--- src/rtl/cacheline_adaptor.sv ---
// Cache line <-> memory burst adaptor: one line request becomes BEATS narrow beats.
// Latency: read_o/write_o one cycle after acceptance; resp_o the cycle after the last beat.
// Backpressure: memory paces beats with resp_i (gaps allowed); cache waits for resp_o.
module cacheline_adaptor #(
    parameter int LINE_WIDTH  = 256,
    parameter int BURST_WIDTH = 64,
    parameter int ADDR_WIDTH  = 32
) (
    input  logic                   clk,
    input  logic                   rst,
    input  logic [LINE_WIDTH-1:0]  line_i,
    output logic [LINE_WIDTH-1:0]  line_o,
    input  logic [ADDR_WIDTH-1:0]  address_i,
    input  logic                   read_i,
    input  logic                   write_i,
    output logic                   resp_o,
    input  logic [BURST_WIDTH-1:0] burst_i,
    output logic [BURST_WIDTH-1:0] burst_o,
    output logic [ADDR_WIDTH-1:0]  address_o,
    output logic                   read_o,
    output logic                   write_o,
    input  logic                   resp_i
);

    localparam int BEATS  = LINE_WIDTH / BURST_WIDTH;
    localparam int OFFSET = $clog2(LINE_WIDTH / 8);
    localparam int CW     = $clog2(BEATS);
    localparam logic [CW-1:0] LAST_BEAT = CW'(BEATS - 1);
    localparam logic [ADDR_WIDTH-1:0] ADDR_MASK = ~(ADDR_WIDTH'((64'd1 << OFFSET) - 64'd1));

    typedef enum logic [1:0] {
        IDLE = 2'd0,
        RD   = 2'd1,
        WR   = 2'd2,
        DONE = 2'd3
    } state_t;

    state_t                  state;
    state_t                  state_nxt;
    logic [CW-1:0]           count;
    logic [LINE_WIDTH-1:0]   wr_line;
    logic [ADDR_WIDTH-1:0]   addr_q;
    logic                    accept_rd;
    logic                    accept_wr;
    logic                    beat;

    always_comb begin
        state_nxt = state;
        accept_rd = 1'b0;
        accept_wr = 1'b0;
        beat      = 1'b0;
        case (state)
            IDLE: begin
                // A pending writeback must leave before the fill that replaces it.
                if (write_i) begin
                    accept_wr = 1'b1;
                    state_nxt = WR;
                end else if (read_i) begin
                    accept_rd = 1'b1;
                    state_nxt = RD;
                end
            end
            RD, WR: begin
                if (resp_i) begin
                    beat = 1'b1;
                    if (count == LAST_BEAT) begin
                        state_nxt = DONE;
                    end
                end
            end
            DONE: begin
                state_nxt = IDLE;
            end
            default: begin
                state_nxt = IDLE;
            end
        endcase
    end

    always_ff @(posedge clk or negedge rst) begin
        if (!rst) begin
            state <= IDLE;
        end else begin
            state <= state_nxt;
        end
    end

    always_ff @(posedge clk or negedge rst) begin
        if (!rst) begin
            count   <= '0;
            addr_q  <= '0;
            wr_line <= '0;
            line_o  <= '0;
        end else begin
            if (accept_rd || accept_wr) begin
                count  <= '0;
                addr_q <= address_i;
            end else if (beat) begin
                // Wraps to zero on the last beat, which is unused until the next acceptance.
                count <= count + 1'b1;
            end
            if (accept_wr) begin
                wr_line <= line_i;
            end
            if (beat && (state == RD)) begin
                line_o[int'(count)*BURST_WIDTH +: BURST_WIDTH] <= burst_i;
            end
        end
    end

    assign read_o    = (state == RD);
    assign write_o   = (state == WR);
    assign resp_o    = (state == DONE);
    assign address_o = addr_q & ADDR_MASK;
    assign burst_o   = (state == WR) ? wr_line[int'(count)*BURST_WIDTH +: BURST_WIDTH]
                                     : '0;

endmodule

--- config.mk ---
export PLATFORM = sky130hd
export DESIGN_NAME = cacheline_adaptor
export DESIGN_NICKNAME = d
export VERILOG_FILES = /design/src/rtl/cacheline_adaptor.sv
export SDC_FILE = /design/constraint.sdc
export NUM_CORES = 1
export LEC_CHECK = 0
export CORE_AREA = 10 10 268 270
export CTS_CLUSTER_DIAMETER = 30
export DETAILED_ROUTE_END_ITERATION = 10
export DIE_AREA = 0 0 278 280
export HOLD_SLACK_MARGIN = 0.1
export SETUP_SLACK_MARGIN = 0.05
export SYNTH_ARGS = -nofsm -noshare
export SYNTH_HDL_FRONTEND = slang
export SYNTH_SLANG_ARGS = --single-unit
--- constraint.sdc ---
create_clock -name clk -period 4.22 [get_ports clk]
set_input_delay 0.844 -clock clk [delete_from_list [all_inputs] [get_ports clk]]
set_output_delay 0.844 -clock clk [all_outputs]
set_load 0.02 [all_outputs]
## Word level (Yosys, flattened, before mapping)

Cells that the tools add are included.

| cells by class | value |
|---|---|
| mux-type cells | 16 |
| add/sub/neg operators | 2 |
| equal/unequal tests | 7 |
| reduce and logical (&&, ||, !) cells | 6 |
| shift operators | 3 |

Operator list:

| kind | count |
|---|---|
| bitwise mux 256 bit | 1 |
| variable shift 64 x 33 -> 256 bit (first input constant) | 1 |
| indexed part select 256 x 9 -> 64 bit | 1 |
| indexed part select 64 x 33 -> 256 bit | 1 |
| 2-to-1 mux 64 bit | 1 |
| negator 8 -> 33 bit | 1 |
| 2-to-1 mux 2 bit | 6 |
| 2-to-1 mux 1 bit | 7 |
| == test 2 bit (second input constant) | 3 |
| case mux 2 bit (3 select lines) | 1 |
| != test 2 bit (second input constant) | 2 |
| != test 3 bit (second input constant) | 1 |
| AND reduction 3 bit | 1 |
| adder 2 x 1 -> 2 bit (second input constant) | 1 |
| == test 2 x 1 -> 1 bit (second input constant) | 1 |
| zero test 2 bit | 1 |
| nonzero test 2 bit | 1 |
| OR reduction 2 bit | 1 |
| logical AND 1 bit | 1 |
| logical OR 1 bit | 1 |

| storage, ports and cells | value |
|---|---|
| output and inout port bits | 355 |
| flip-flop bits (word level) | 548 |
| word-level logic and storage cells | 39 |

## Longest topological paths before layout

Gate-level depths: netlist (run 1).

| logic depth | value |
|---|---|
| depth in word-level cells | 5 |
| gate-level depth with buffers | 9 |
| mapped depth without buffers | 5 |

## Least setup slack after synthesis (run 1)

No wires, ideal clock.

| timing | value |
|---|---|
| kind | reg2out |
| start | register count[0] |
| end | output burst_o[14] |
| data arrival time | 1722 ps |
| setup slack | 1654 ps |
| path buffers | 3 |
| stages on the path, launching flop included | 6 |
| cells stage by stage | dfrtp_1 > buf_2 > buf_2 > buf_4 > mux4_2 > and2_1 |

| on the way | value |
|---|---|
| cells in the longest elaborated chain, start to end | 2 |

RTL lines:

| element | RTL line | text |
|---|---|---|
| start, declared | 40 | `logic [CW-1:0] count;` |
| start signal, assigned | 100 | `count <= count + 1'b1;` |
| indexed part select 256 x 9 -> 64 bit | 115 | `assign burst_o = (state == WR) ? wr_line[int'(count)*BURST_WIDTH +: BURST_WIDTH]` |
| 2-to-1 mux 64 bit | 115 |  |
| end, declared | 18 | `output logic [BURST_WIDTH-1:0] burst_o,` |

Every way passes these cells.

## Worst setup path after layout (run 1)

| timing | value |
|---|---|
| start | register count[0] |
| end | output burst_o[36] |

The elaborated chain is that of the path after synthesis.

==> impl_metrics.env, run 1 <==
export IMPL_htreeDepth=3
export IMPL_clockPowerShare_pct=37.4
export IMPL_worst_slew_pin_slew_ns=0.9972
export IMPL_cts_tree="yes"
export IMPL_cp_required_ns=3.38
export IMPL_antenna_found_initial=25
export IMPL_finalHoldViolations=0
export IMPL_crit_path_end_kind="primary output"
export IMPL_die_area_mm2=0.07784
export IMPL_post_drt_wl_per_cell_um=25.53
export IMPL_combPwrFrac_pct=31.4
export IMPL_insertion_delay_ns=0.67
export IMPL_status="complete, no violations"
export IMPL_layout_common_cells="700 x clkdlybuf4s50_1, 541 x dfrtp_1, 284 x mux2_2, 256 x a22o_1, 122 x clkbuf_16"
export IMPL_synth_top_cell_by_area="dfrtp_1"
export IMPL_synth_cells=1367
export IMPL_dr_pass1_iters=5
export IMPL_num_fill_cells=5561
export IMPL_tns_ns=0
export IMPL_path_class="reg -> out"
export IMPL_drv_cap=0
export IMPL_crit_fanout=26
export IMPL_rsz0062_at_grt="false"
export IMPL_final_nets=2494
export IMPL_rows=95
export IMPL_synth_cell_area_mm2=0.02172
export IMPL_grt_pass1_wl_mm=117.9
export IMPL_fin_crit_ns=3.931
export IMPL_worst_path_max_delay_cell="dfrtp_4"
export IMPL_p_switching_mw=7.876
export IMPL_num_io_pins=712
export IMPL_first_global_vias=17519
export IMPL_seq_power_share_pct=31.2
export IMPL_drive_above_1_share_pct=27.67
export IMPL_gp_congestion=0.8235
export IMPL_ctsLongestPathBuffers=3
export IMPL_fin_total_pwr_mw=26.81
export IMPL_drc=0
export IMPL_root_buffer="clkbuf_16"
export IMPL_design_core_area_mm2=0.06656
export IMPL_ys_seq_area_share_pct=62.55
export IMPL_cp_arrival_ns=3.09
export IMPL_synth_top_area_share_pct=62.55
export IMPL_power_density_mw_per_mm2=779.5
export IMPL_clock_sinks=543
export IMPL_cts_made_buffers=121
export IMPL_synthDistinctLibCells=24
export IMPL_layout_commonest_cell="clkdlybuf4s50_1"
export IMPL_post_cts_buffers=0
export IMPL_groute_usage_overall_pct=19.82
export IMPL_vias=15735
export IMPL_synth_seq_cells=543
export IMPL_finalCritPeriodShare_pct=93.15
export IMPL_fmax_mhz=254.4
export IMPL_start_util_pct=32.64
export IMPL_r2r_cells=7
export IMPL_dieHeight_um=280
export IMPL_irDropWorstVdd_v=0.0004704
export IMPL_max_stage_delay_ns=0.81
export IMPL_slew_violations=0
export IMPL_synth_area_leaders="dfrtp_1 63%, mux2_2 15%, a22o_1 10%"
export IMPL_hold_path_class="in -> async"
export IMPL_wirelength_mm=79.56
export IMPL_crit_chain="buf_4 > mux4_2 > and2_1 > clkdlybuf4s50_1"
export IMPL_hpwl_mm=57.58
export IMPL_p_leak_nw=14.77
export IMPL_drt_iter0_drc=912
export IMPL_cts_resized=0
export IMPL_area_growth_pct=58.30
export IMPL_grt_max_degree=101
export IMPL_setup_viol=0
export IMPL_via_per_inst=5.050
export IMPL_gr_total_overflow=0
export IMPL_syn_mean_instance_area_um2=15.89
export IMPL_portBuffers=701
export IMPL_die_width_um=278
export IMPL_ys_warn_count=0
export IMPL_start_kind="register"
export IMPL_intPower_mw=18.93
export IMPL_path_clk_slew_ns=0.04
export IMPL_fin_skew_ns=0.04584
export IMPL_detail_route_antenna_nets=0
export IMPL_slew_headroom_pct=33.52
export IMPL_hold_buffers=0
export IMPL_switching_share_pct=29.38
[worst paths after layout]
kind	start	slack, ns	to
worst max-delay path	count[0]	0.29	burst_o[36]
worst min-delay path	rst	0.20	wr_line[157]
min in group clk	wr_line[221]	0.50	wr_line[221]
worst max register to register	count[0]	1.12	line_o[68]
max in group asynchronous	rst	2.86	line_o[130]
worst min register to register	wr_line[221]	0.50	wr_line[221]
[per-stage QoR]
stage	util [%]	hold WS, ns	setup slack (ns)	instances	instance area (µm²)
finish	51.66	0.1970	0.2890	3116	34390
global route	51.65	0.2674	0.09419	3112	34380
CTS	51.61	0.2457	0.1850	3103	34360
detailed placement	44.93	0.4870	0.8661	2876	29900
global placement	44.93	0.4828	0.8383	2876	29900
floorplan	-	0.4739	1.654	1371	21740
[worst max-delay path, delay by kind of cell, from the launching register on]
kind	cells	cell delay [ns]
buffers and inverters	2	0.88
flip-flops	1	0.81
multiplexers	1	0.54
AND/OR/NAND/NOR	1	0.20
[final cells by class]
type	count	area, µm²	share of cell area, %
clock buffer	167	3502	10.18
tap	873	1092	3.176
timing repair buffer	744	7507	21.83
clock inverter	60	948.4	2.758
sequential	543	13600	39.54
antenna	13	32.53	0.09460
multi-input combinational	710	7687	22.35
inverter	6	22.52	0.06549
[state kept, by name, indices dropped and copies added (netlist names)]
signal and cells:
state 2, addr_q 27, count 2, line_o 256
wr_line 256
[kinds of logic after synthesis]
logic type | after synthesis | synth area share [%]
XOR/XNOR | 1 | 0.04033
multiplexers | 349 | 21.40
AND/OR/NAND/NOR | 83 | 2.402
adder cells (fa/ha/maj) | 11 | 0.6336
other | 1 | 0.01726
buffers and inverters | 118 | 2.494
flip-flops | 543 | 62.55
AO/OA/AOI/OAI | 261 | 10.46
[synthesized netlist by cell type]
master and n:
nor4_1 1, a22o_1 256, nor4b_1 2, ha_1 11, o21ai_0 3, clkbuf_1 44, xnor2_1 1, mux2i_1 1
nor4_2 3, buf_1 7, mux4_2 64, nand2_1 4, nand3_1 5, dfrtp_1 543, inv_1 6, conb_1 1
nor2_1 2, a22oi_1 1, a21boi_0 1, mux2_2 284, nand2b_1 1, buf_2 52, buf_4 9, and2_1 65
[power groups by stage]
stage,sequential (mW),clock [mW],combinational [mW]
6_report,8.36,10.0,8.42
5_1_grt,8.59,10.5,8.96
4_1_cts,8.37,10.2,8.57
3_5_place_dp,8.42,0,8.52
3_3_place_gp,8.32,0,8.39
2_1_floorplan,8.72,0,4.33
[per-layer routing]
metal	wire length, µm	global-route usage [%]	part of all wire [%]	up-vias
met5	147	0	0.18	-
met4	1962	7.749	2.5	26
met3	7382	7.894	9.3	131
met2	39950	33.34	50	697
met1	30110	22.27	38	8156
li1	-	-	-	6725
No activity file was read; power rests on OpenSTA's default activity.
==> inputs of run 2 (changes only) <==
--- a/config.mk
+++ b/config.mk
@@ -5,11 +5,13 @@
 export SDC_FILE = /design/constraint.sdc
 export NUM_CORES = 1
 export LEC_CHECK = 0
+export CAP_MARGIN = 40
 export CORE_AREA = 10 10 268 270
 export CTS_CLUSTER_DIAMETER = 30
 export DETAILED_ROUTE_END_ITERATION = 10
 export DIE_AREA = 0 0 278 280
 export HOLD_SLACK_MARGIN = 0.1
+export PLACE_DENSITY = 0.72
 export SETUP_SLACK_MARGIN = 0.05
 export SYNTH_ARGS = -nofsm -noshare
 export SYNTH_HDL_FRONTEND = slang
==> impl_metrics.env, run 2 (same netlist as run 1, synthesis figures left out) <==
export IMPL_utilization_pct=51.02
export IMPL_layout_common_cells="700 x clkdlybuf4s50_1, 541 x dfrtp_1, 284 x mux2_2, 256 x a22o_1, 115 x clkbuf_16"
export IMPL_holdWs_ns=0.2564
export IMPL_drv_cap=0
export IMPL_dieHeight_um=280
export IMPL_power_density_mw_per_mm2=765.3
export IMPL_hold_buffers=0
export IMPL_portBuffers=701
export IMPL_worst_slew_pin_slew_ns=0.9986
export IMPL_root_buffer="clkbuf_16"
export IMPL_reg_top3="line_o x256, wr_line x256, addr_q x27"
export IMPL_tns_ns=0
export IMPL_p_leak_nw=14.54
export IMPL_ctsLongestPathBuffers=3
export IMPL_clock_sinks=543
export IMPL_wirelength_mm=76.70
export IMPL_design_core_area_mm2=0.06656
export IMPL_fin_skew_ns=0.03906
export IMPL_cp_arrival_ns=2.97
export IMPL_cp_required_ns=3.38
export IMPL_setup_viol=0
export IMPL_irDropWorstVdd_v=0.0005074
export IMPL_status="complete, no violations"
export IMPL_dr_pass1_iters=5
export IMPL_rsz0062_at_grt="false"
export IMPL_crit_chain="inv_1 > ha_2 > buf_12 > and2_1 > clkdlybuf4s50_1"
export IMPL_final_nets=2485
export IMPL_htreeDepth=3
export IMPL_timing_critical_path_buf_inv=3
export IMPL_design_area_mm2=0.03396
export IMPL_grt_pass1_wl_mm=114.5
export IMPL_crit_fanout=38
export IMPL_vias=15790
export IMPL_finalHoldViolations=0
export IMPL_post_drt_wl_per_cell_um=24.78
export IMPL_groute_usage_overall_pct=19.04
export IMPL_drive_above_1_share_pct=27.32
export IMPL_worst_path_max_delay_cell="ha_2"
export IMPL_hpwl_mm=55.32
export IMPL_hold_path_class="in -> async"
export IMPL_detail_route_antenna_nets=0
export IMPL_via_per_inst=5.102
export IMPL_cpLargestDelayFamily="buffers and inverters"
export IMPL_cts_tree="yes"
export IMPL_antenna_found_initial=13
export IMPL_drt_iter0_drc=901
export IMPL_fin_crit_ns=3.810
export IMPL_fin_ws_ns=0.4100
export IMPL_path_clk_slew_ns=0.05
export IMPL_fmax_mhz=262.5
export IMPL_num_io_pins=712
export IMPL_crit_path_end_kind="primary output"
export IMPL_slew_violations=0
export IMPL_rows=95
export IMPL_drc=0
export IMPL_max_stage_delay_ns=0.63
export IMPL_die_width_um=278
export IMPL_fin_total_pwr_mw=25.99
export IMPL_start_util_pct=32.64
export IMPL_place_area_mm2=0.02990
export IMPL_place_inst=2874
export IMPL_grt_max_degree=108
export IMPL_first_global_vias=17748
export IMPL_layout_commonest_cell="clkdlybuf4s50_1"
export IMPL_finalCritPeriodShare_pct=90.28
export IMPL_insertion_delay_ns=0.66
export IMPL_area_growth_pct=56.34
export IMPL_die_area_mm2=0.07784
export IMPL_cts_made_buffers=113
export IMPL_dp_slack_ns=0.7720
export IMPL_start_kind="register"
export IMPL_gr_total_overflow=0
export IMPL_path_class="reg -> out"
export IMPL_slew_headroom_pct=33.43
export IMPL_gp_congestion=0.8411
export IMPL_stdcell_count=3095
-- run 2: power breakdown --
part,total (mW),switching [mW],internal (mW),leakage [nW]
logic,8.46,3.72,4.74,5.68
registers,8.41,1.24,7.17,6.94
clock network,9.12,2.99,6.13,1.93
total,26.0,7.95,18.0,14.5
-- run 2: final cells by class --
class / instances / area [µm²]
Fill cell: 5487 / 32600
Sequential cell: 543 / 13600
Multi-Input combinational cell: 710 / 7695
Timing Repair Buffer: 743 / 7512
Clock buffer: 138 / 3084
Tap cell: 873 / 1092
Clock inverter: 71 / 933.4
Antenna cell: 11 / 27.53
Inverter: 6 / 22.52
-- run 2: final timing paths --
check | from | endpoint | slack [ns] | cells after the start
worst max-delay path | state[0] | burst_o[42] | 0.41 | 5
worst min-delay path | rst | wr_line[91] | 0.26 | 1
worst max register to register | count[0] | line_o[83] | 1.06 | 7
worst min register to register | wr_line[196] | wr_line[196] | 0.50 | 1
max in group asynchronous | rst | wr_line[213] | 2.80 | 3
min in group clk | wr_line[196] | wr_line[196] | 0.50 | 1
-- run 2: routing by layer --
| layer | share of wire (%) | up-vias | GRT usage [%] |
|---|---|---|---|
| li1 | - | 6687 | - |
| met2 | 50 | 777 | 32.02 |
| met5 | 0.017 | - | 0 |
| met4 | 3.5 | 2 | 8.691 |
| met1 | 37 | 8179 | 21.29 |
| met3 | 9.2 | 145 | 6.998 |
-- run 2: timing repair --
item	in CTS	in global routing
gates resized for setup	0	0
endpoints found under the setup margin	1	0
setup buffers	1	0
==> inputs of run 3 (changes only) <==
--- a/config.mk
+++ b/config.mk
@@ -7,7 +7,7 @@
 export LEC_CHECK = 0
 export CAP_MARGIN = 40
 export CORE_AREA = 10 10 268 270
-export CTS_CLUSTER_DIAMETER = 30
+export CTS_CLUSTER_DIAMETER = 150
 export DETAILED_ROUTE_END_ITERATION = 10
 export DIE_AREA = 0 0 278 280
 export HOLD_SLACK_MARGIN = 0.1
==> impl_metrics.env, run 3 (same netlist as run 1, synthesis figures left out) <==
export IMPL_gp_congestion=0.8411
export IMPL_rows=95
export IMPL_fin_crit_ns=3.781
export IMPL_gr_total_overflow=0
export IMPL_area_growth_pct=46.79
export IMPL_portBuffers=701
export IMPL_ctsLongestPathBuffers=3
export IMPL_worst_path_max_delay_cell="clkdlybuf4s50_1"
export IMPL_worst_slew_pin_slew_ns=0.9699
export IMPL_cp_required_ns=3.38
export IMPL_cts_resized=0
export IMPL_reg2reg_to="line_o[83]"
export IMPL_place_area_mm2=0.02990
export IMPL_grt_pass1_wl_mm=111.2
export IMPL_p_leak_nw=13.57
export IMPL_first_global_vias=17038
export IMPL_cpLargestDelayFamily="buffers and inverters"
export IMPL_finalCritPeriodShare_pct=89.59
export IMPL_status="complete, no violations"
export IMPL_antenna_found_initial=12
export IMPL_clock_sinks=543
export IMPL_num_io_pins=712
export IMPL_dr_pass1_iters=5
export IMPL_hold_buffers=0
export IMPL_drive_above_1_share_pct=23.54
export IMPL_r2r_cells=7
export IMPL_slew_headroom_pct=35.34
export IMPL_design_core_area_mm2=0.06656
export IMPL_slew_violations=0
export IMPL_die_area_mm2=0.07784
export IMPL_drt_iter0_drc=1036
export IMPL_crit_path_end_kind="primary output"
export IMPL_reg_top3="line_o x256, wr_line x256, addr_q x27"
export IMPL_design_area_mm2=0.03189
export IMPL_crit_chain="inv_1 > ha_2 > buf_12 > and2_1 > clkdlybuf4s50_1"
export IMPL_layout_common_cells="700 x clkdlybuf4s50_1, 541 x dfrtp_1, 284 x mux2_2, 256 x a22o_1, 65 x and2_1"
export IMPL_drc=0
export IMPL_detail_route_antenna_nets=0
export IMPL_fin_total_pwr_mw=21.98
export IMPL_worst_path_stages=5
export IMPL_num_fill_cells=5690
export IMPL_layout_commonest_cell="clkdlybuf4s50_1"
export IMPL_cp_arrival_ns=2.94
export IMPL_hold_path_class="in -> async"
export IMPL_tns_ns=0
export IMPL_root_buffer="clkbuf_16"
export IMPL_fmax_mhz=264.5
export IMPL_htreeDepth=2
export IMPL_drv_cap=0
export IMPL_start_kind="register"
export IMPL_cts_tree="yes"
export IMPL_reg2reg_from="count[0]"
export IMPL_final_nets=2429
export IMPL_post_cts_buffers=0
export IMPL_finalHoldViolations=0
export IMPL_crit_fanout=38
export IMPL_path_class="reg -> out"
export IMPL_timing_critical_path_buf_inv=3
export IMPL_rsz0062_at_grt="false"
export IMPL_fin_skew_ns=0.01504
export IMPL_insertion_delay_ns=0.61
export IMPL_power_density_mw_per_mm2=689.4
export IMPL_via_per_inst=5.145
export IMPL_hpwl_mm=55.32
export IMPL_start_util_pct=32.64
export IMPL_irDropWorstVdd_v=0.0004717
export IMPL_cts_made_buffers=57
export IMPL_path_clk_slew_ns=0.06
export IMPL_dieHeight_um=280
export IMPL_wirelength_mm=74.70
export IMPL_post_drt_wl_per_cell_um=24.99
export IMPL_die_width_um=278
export IMPL_vias=15378
export IMPL_groute_usage_overall_pct=18.42
export IMPL_grt_max_degree=108
export IMPL_max_stage_delay_ns=0.65
export IMPL_holdWs_ns=0.3328
export IMPL_r2r_slack_ns=1.05
export IMPL_setup_viol=0
-- run 3: cell types whose count changed in the layout (fill, tap and decap cells not counted), moves of 9 or more --
cell	before	now
bufinv_16	15	4
clkinvlp_4	15	1
clkinv_2	17	7
clkbuf_16	115	57
clkinv_4	11	1
inv_6	9	0
-- run 3: through the flow --
step | setup WS, ns | util (%) | cells
after floorplan | 1.654 | - | 1371
after CTS | 0.06542 | 47.84 | 2979
final | 0.4393 | 47.91 | 2989
after global placement | 0.7646 | 44.92 | 2874
after detailed placement | 0.7720 | 44.92 | 2874
after global routing | 0.2757 | 47.91 | 2989
-- run 3: worst register-to-register path: cells and delay by family (launching register included) --
| kind | cells | cell delay [ns] |
|---|---|---|
| AO/OA/AOI/OAI | 1 | 0.28 |
| flip-flops | 1 | 0.73 |
| AND/OR/NAND/NOR | 1 | 0.29 |
| adder cells (fa/ha/maj) | 1 | 0.53 |
| buffers and inverters | 4 | 1.26 |
-- run 3: worst max-delay path by stage --
stage / start / end / slack, ns
detailed placement: count[0] / burst_o[1] / 0.77
finish: state[0] / burst_o[61] / 0.44
global route: count[0] / burst_o[17] / 0.28
floorplan: count[0] / burst_o[14] / 1.65
global placement: count[0] / burst_o[1] / 0.76
CTS: count[0] / burst_o[1] / 0.07
-- run 3: where the power goes --
part           total (mW)  internal, mW  switching [mW]
Sequential           8.37          7.15            1.22
Combinational        8.43          4.74            3.69
Clock                5.18          3.05            2.14
Total                22.0          14.9            7.05
-- run 3: final cells by class --
class | count | area [µm²] | share of cell area, %
Antenna cell | 9 | 22.52 | 0.07063
Clock buffer | 89 | 1717 | 5.383
Clock inverter | 16 | 231.5 | 0.7259
Inverter | 6 | 22.52 | 0.07063
Multi-Input combinational cell | 710 | 7695 | 24.13
Sequential cell | 543 | 13600 | 42.64
Tap cell | 873 | 1092 | 3.425
Timing Repair Buffer | 743 | 7512 | 23.56
-- run 3: metal layers --
metal | vias up | wire, µm | global-route usage [%]
met2 | 746 | 36520 | 30.48
met4 | 4 | 3355 | 8.511
met1 | 7952 | 27870 | 21.24
met3 | 162 | 6917 | 6.352
met5 | - | 34 | 0
li1 | 6514 | - | -
==> variant: new RTL, config.mk and constraints of run 3 <==
Reset style: synchronous (`rst`), changed in 2 clocked blocks.
--- a/src/rtl/cacheline_adaptor.sv
+++ b/src/rtl/cacheline_adaptor.sv
@@ -79,3 +79,3 @@
 
-    always_ff @(posedge clk or negedge rst) begin
+    always_ff @(posedge clk) begin
         if (!rst) begin
@@ -87,3 +87,3 @@
 
-    always_ff @(posedge clk or negedge rst) begin
+    always_ff @(posedge clk) begin
         if (!rst) begin
Formal check against the unedited RTL: differs if rst is asserted again (counterexample within 4 cycles, from zero or initial values and one cycle with rst low); with rst held inactive, the same outputs for 4 cycles.
==> variant against run 3 <==
  * Area after synthesis down 6.1%
  * Sequential share of layout area down 6.5 points
  * Worst setup slack better by 0.030 ns
  * Final area down 5.5%
  * Via count up 20%
  * Routed wire length up 6.5%
  * Sequential cell count unchanged
  * Register-to-register slack better by 0.74 ns
  * Clock skew up 0.013 ns
  * Critical endpoint unchanged
Power is not compared: it rests on default switching activity, and its combinational part moved more than twofold at a synthesized area within 25%.
==> variant: results (changes against run 3) <==
Total GRT Usage - 0.192 (+0.00805)
Worst hold start - wr_line[169]$_SDFFE_PN0P_
Post-synthesis xor/xnor area fraction - 0.000429 (+0.0000262)
Status - finished clean
Final HPWL DP - 56900 um (+2.9%)
Fill cell count - 6400 (+12%)
Die X - 278 um (unchanged)
Synth warn - 0 (unchanged)
R2R Path Start - count[0]$_SDFFE_PP0P_
NumNets Final - 3133 (+29%)
Initial DRC Count - 1231 (+19%)
Share of cells above drive strength 1 - 0.0985 (-0.137)
Reg2reg end - line_o[83]$_SDFFE_PN0P_
Multi-input gate share of the layout cell area - 0.287 (+0.0455)
Reg2Reg Depth - 6 (-1)
# diodes - 5 (-4)
Post-synthesis mux area share - 0.0707 (-0.143)
Top post-synthesis cells by count - nand2_1, dfxtp_1, a21oi_1
Hold Path Class - reg2reg
Post-Route Skew - 0.0276 ns (+0.0126 ns)
NonClk Buf Share - 0.246 (+0.0107)
Multi-input gates - 1415 (+99%)
Arrival time worst endpoint - 2.91 ns (-0.03 ns)
Adder-Cell Fraction of Synth Area - 0.00736 (+0.00103)
Pin count of the biggest net entering global routing - 198 (+83%)
First-pass GRT wire length - 117000 um (+5.1%)
Seq/Total Area, Yosys - 0.533 (-0.0926)
Met2 usage - 0.320 (+0.0147)
Post-DP Area - 28100 um2 (-6.1%)
# clk buffers - 88 (-1.1%)
Ys flop type - dfxtp_1
Crit-path slowest cell - clkdlybuf4s50_1
Drt total wl - 79600 um (+6.5%)
Vias in the first global route - 18236 (+7.0%)
Root Buffer - clkbuf_16
Yosys cell types - 39 (+63%)
M3 GR Usage - 0.0779 (+0.0143)
Post-synthesis compound-gate area fraction - 0.180 (+0.0750)
Initial antenna violation count - 15 (+3)
Metal2 WL - 38000 um (+4.2%)
M1 WL - 30600 um (+9.7%)
Seq Cell Count - 543 (unchanged)
Critical Path Source - state[0]$_SDFFE_PN0P_
Clock-cell share - 0.0682 (+0.00708)
Synth area leaders - dfxtp_1, nand2_1, a21oi_1
Inverters - 7 (+1)
GR Layer Usage met1 - 0.219 (+0.00646)
Num CTS Buffers - 60 (+5.3%)
Vias per cell - 4.99 (-3.0%)
Htree depth - 2 (unchanged)
Plain + repair buffers - 737 (-0.81%)
Worst skew pair latency - 0.63 ns (+0.02 ns)
Gpl congestion - 0.874 (+4.0%)
Met3 wire len - 8140 um (+18%)
Peak fanout along the critical path - 26 (-32%)
Worst Tran Pin Value - 1.10 ns (+0.133 ns)
R2R Setup Slk - 1.79 ns (+0.74 ns)
Post-synth ARST share - 0 (-1.00)
Sequential share of cell area - 0.361 (-0.0654)
Crit path to - burst_o[61]
==> variant: per-stage QoR <==
step | utilization | cells | setup WS [ns] | total power, mW | hold WS (ns)
4_1_cts | 0.453 | 3685 | 0.373 | 15.4 | 0.451
6_report | 0.453 | 3690 | 0.470 | 15.2 | 0.450
3_3_place_gp | 0.422 | 3575 | 1.07 | 9.90 | 0.439
5_1_grt | 0.453 | 3689 | 0.298 | 16.0 | 0.466
3_5_place_dp | 0.422 | 3575 | 1.06 | 9.97 | 0.443
2_1_floorplan | - | 2158 | 1.80 | 8.40 | 0.433
==> variant: power groups by stage <==
stage               sequential (mW)  combinational [mW]  clock, mW
finish                         5.99                3.84       5.41
global route                   6.04                4.20       5.72
CTS                            5.98                3.89       5.52
detailed placement             6.09                3.88          0
global placement               6.07                3.83          0
floorplan                      6.16                2.24          0
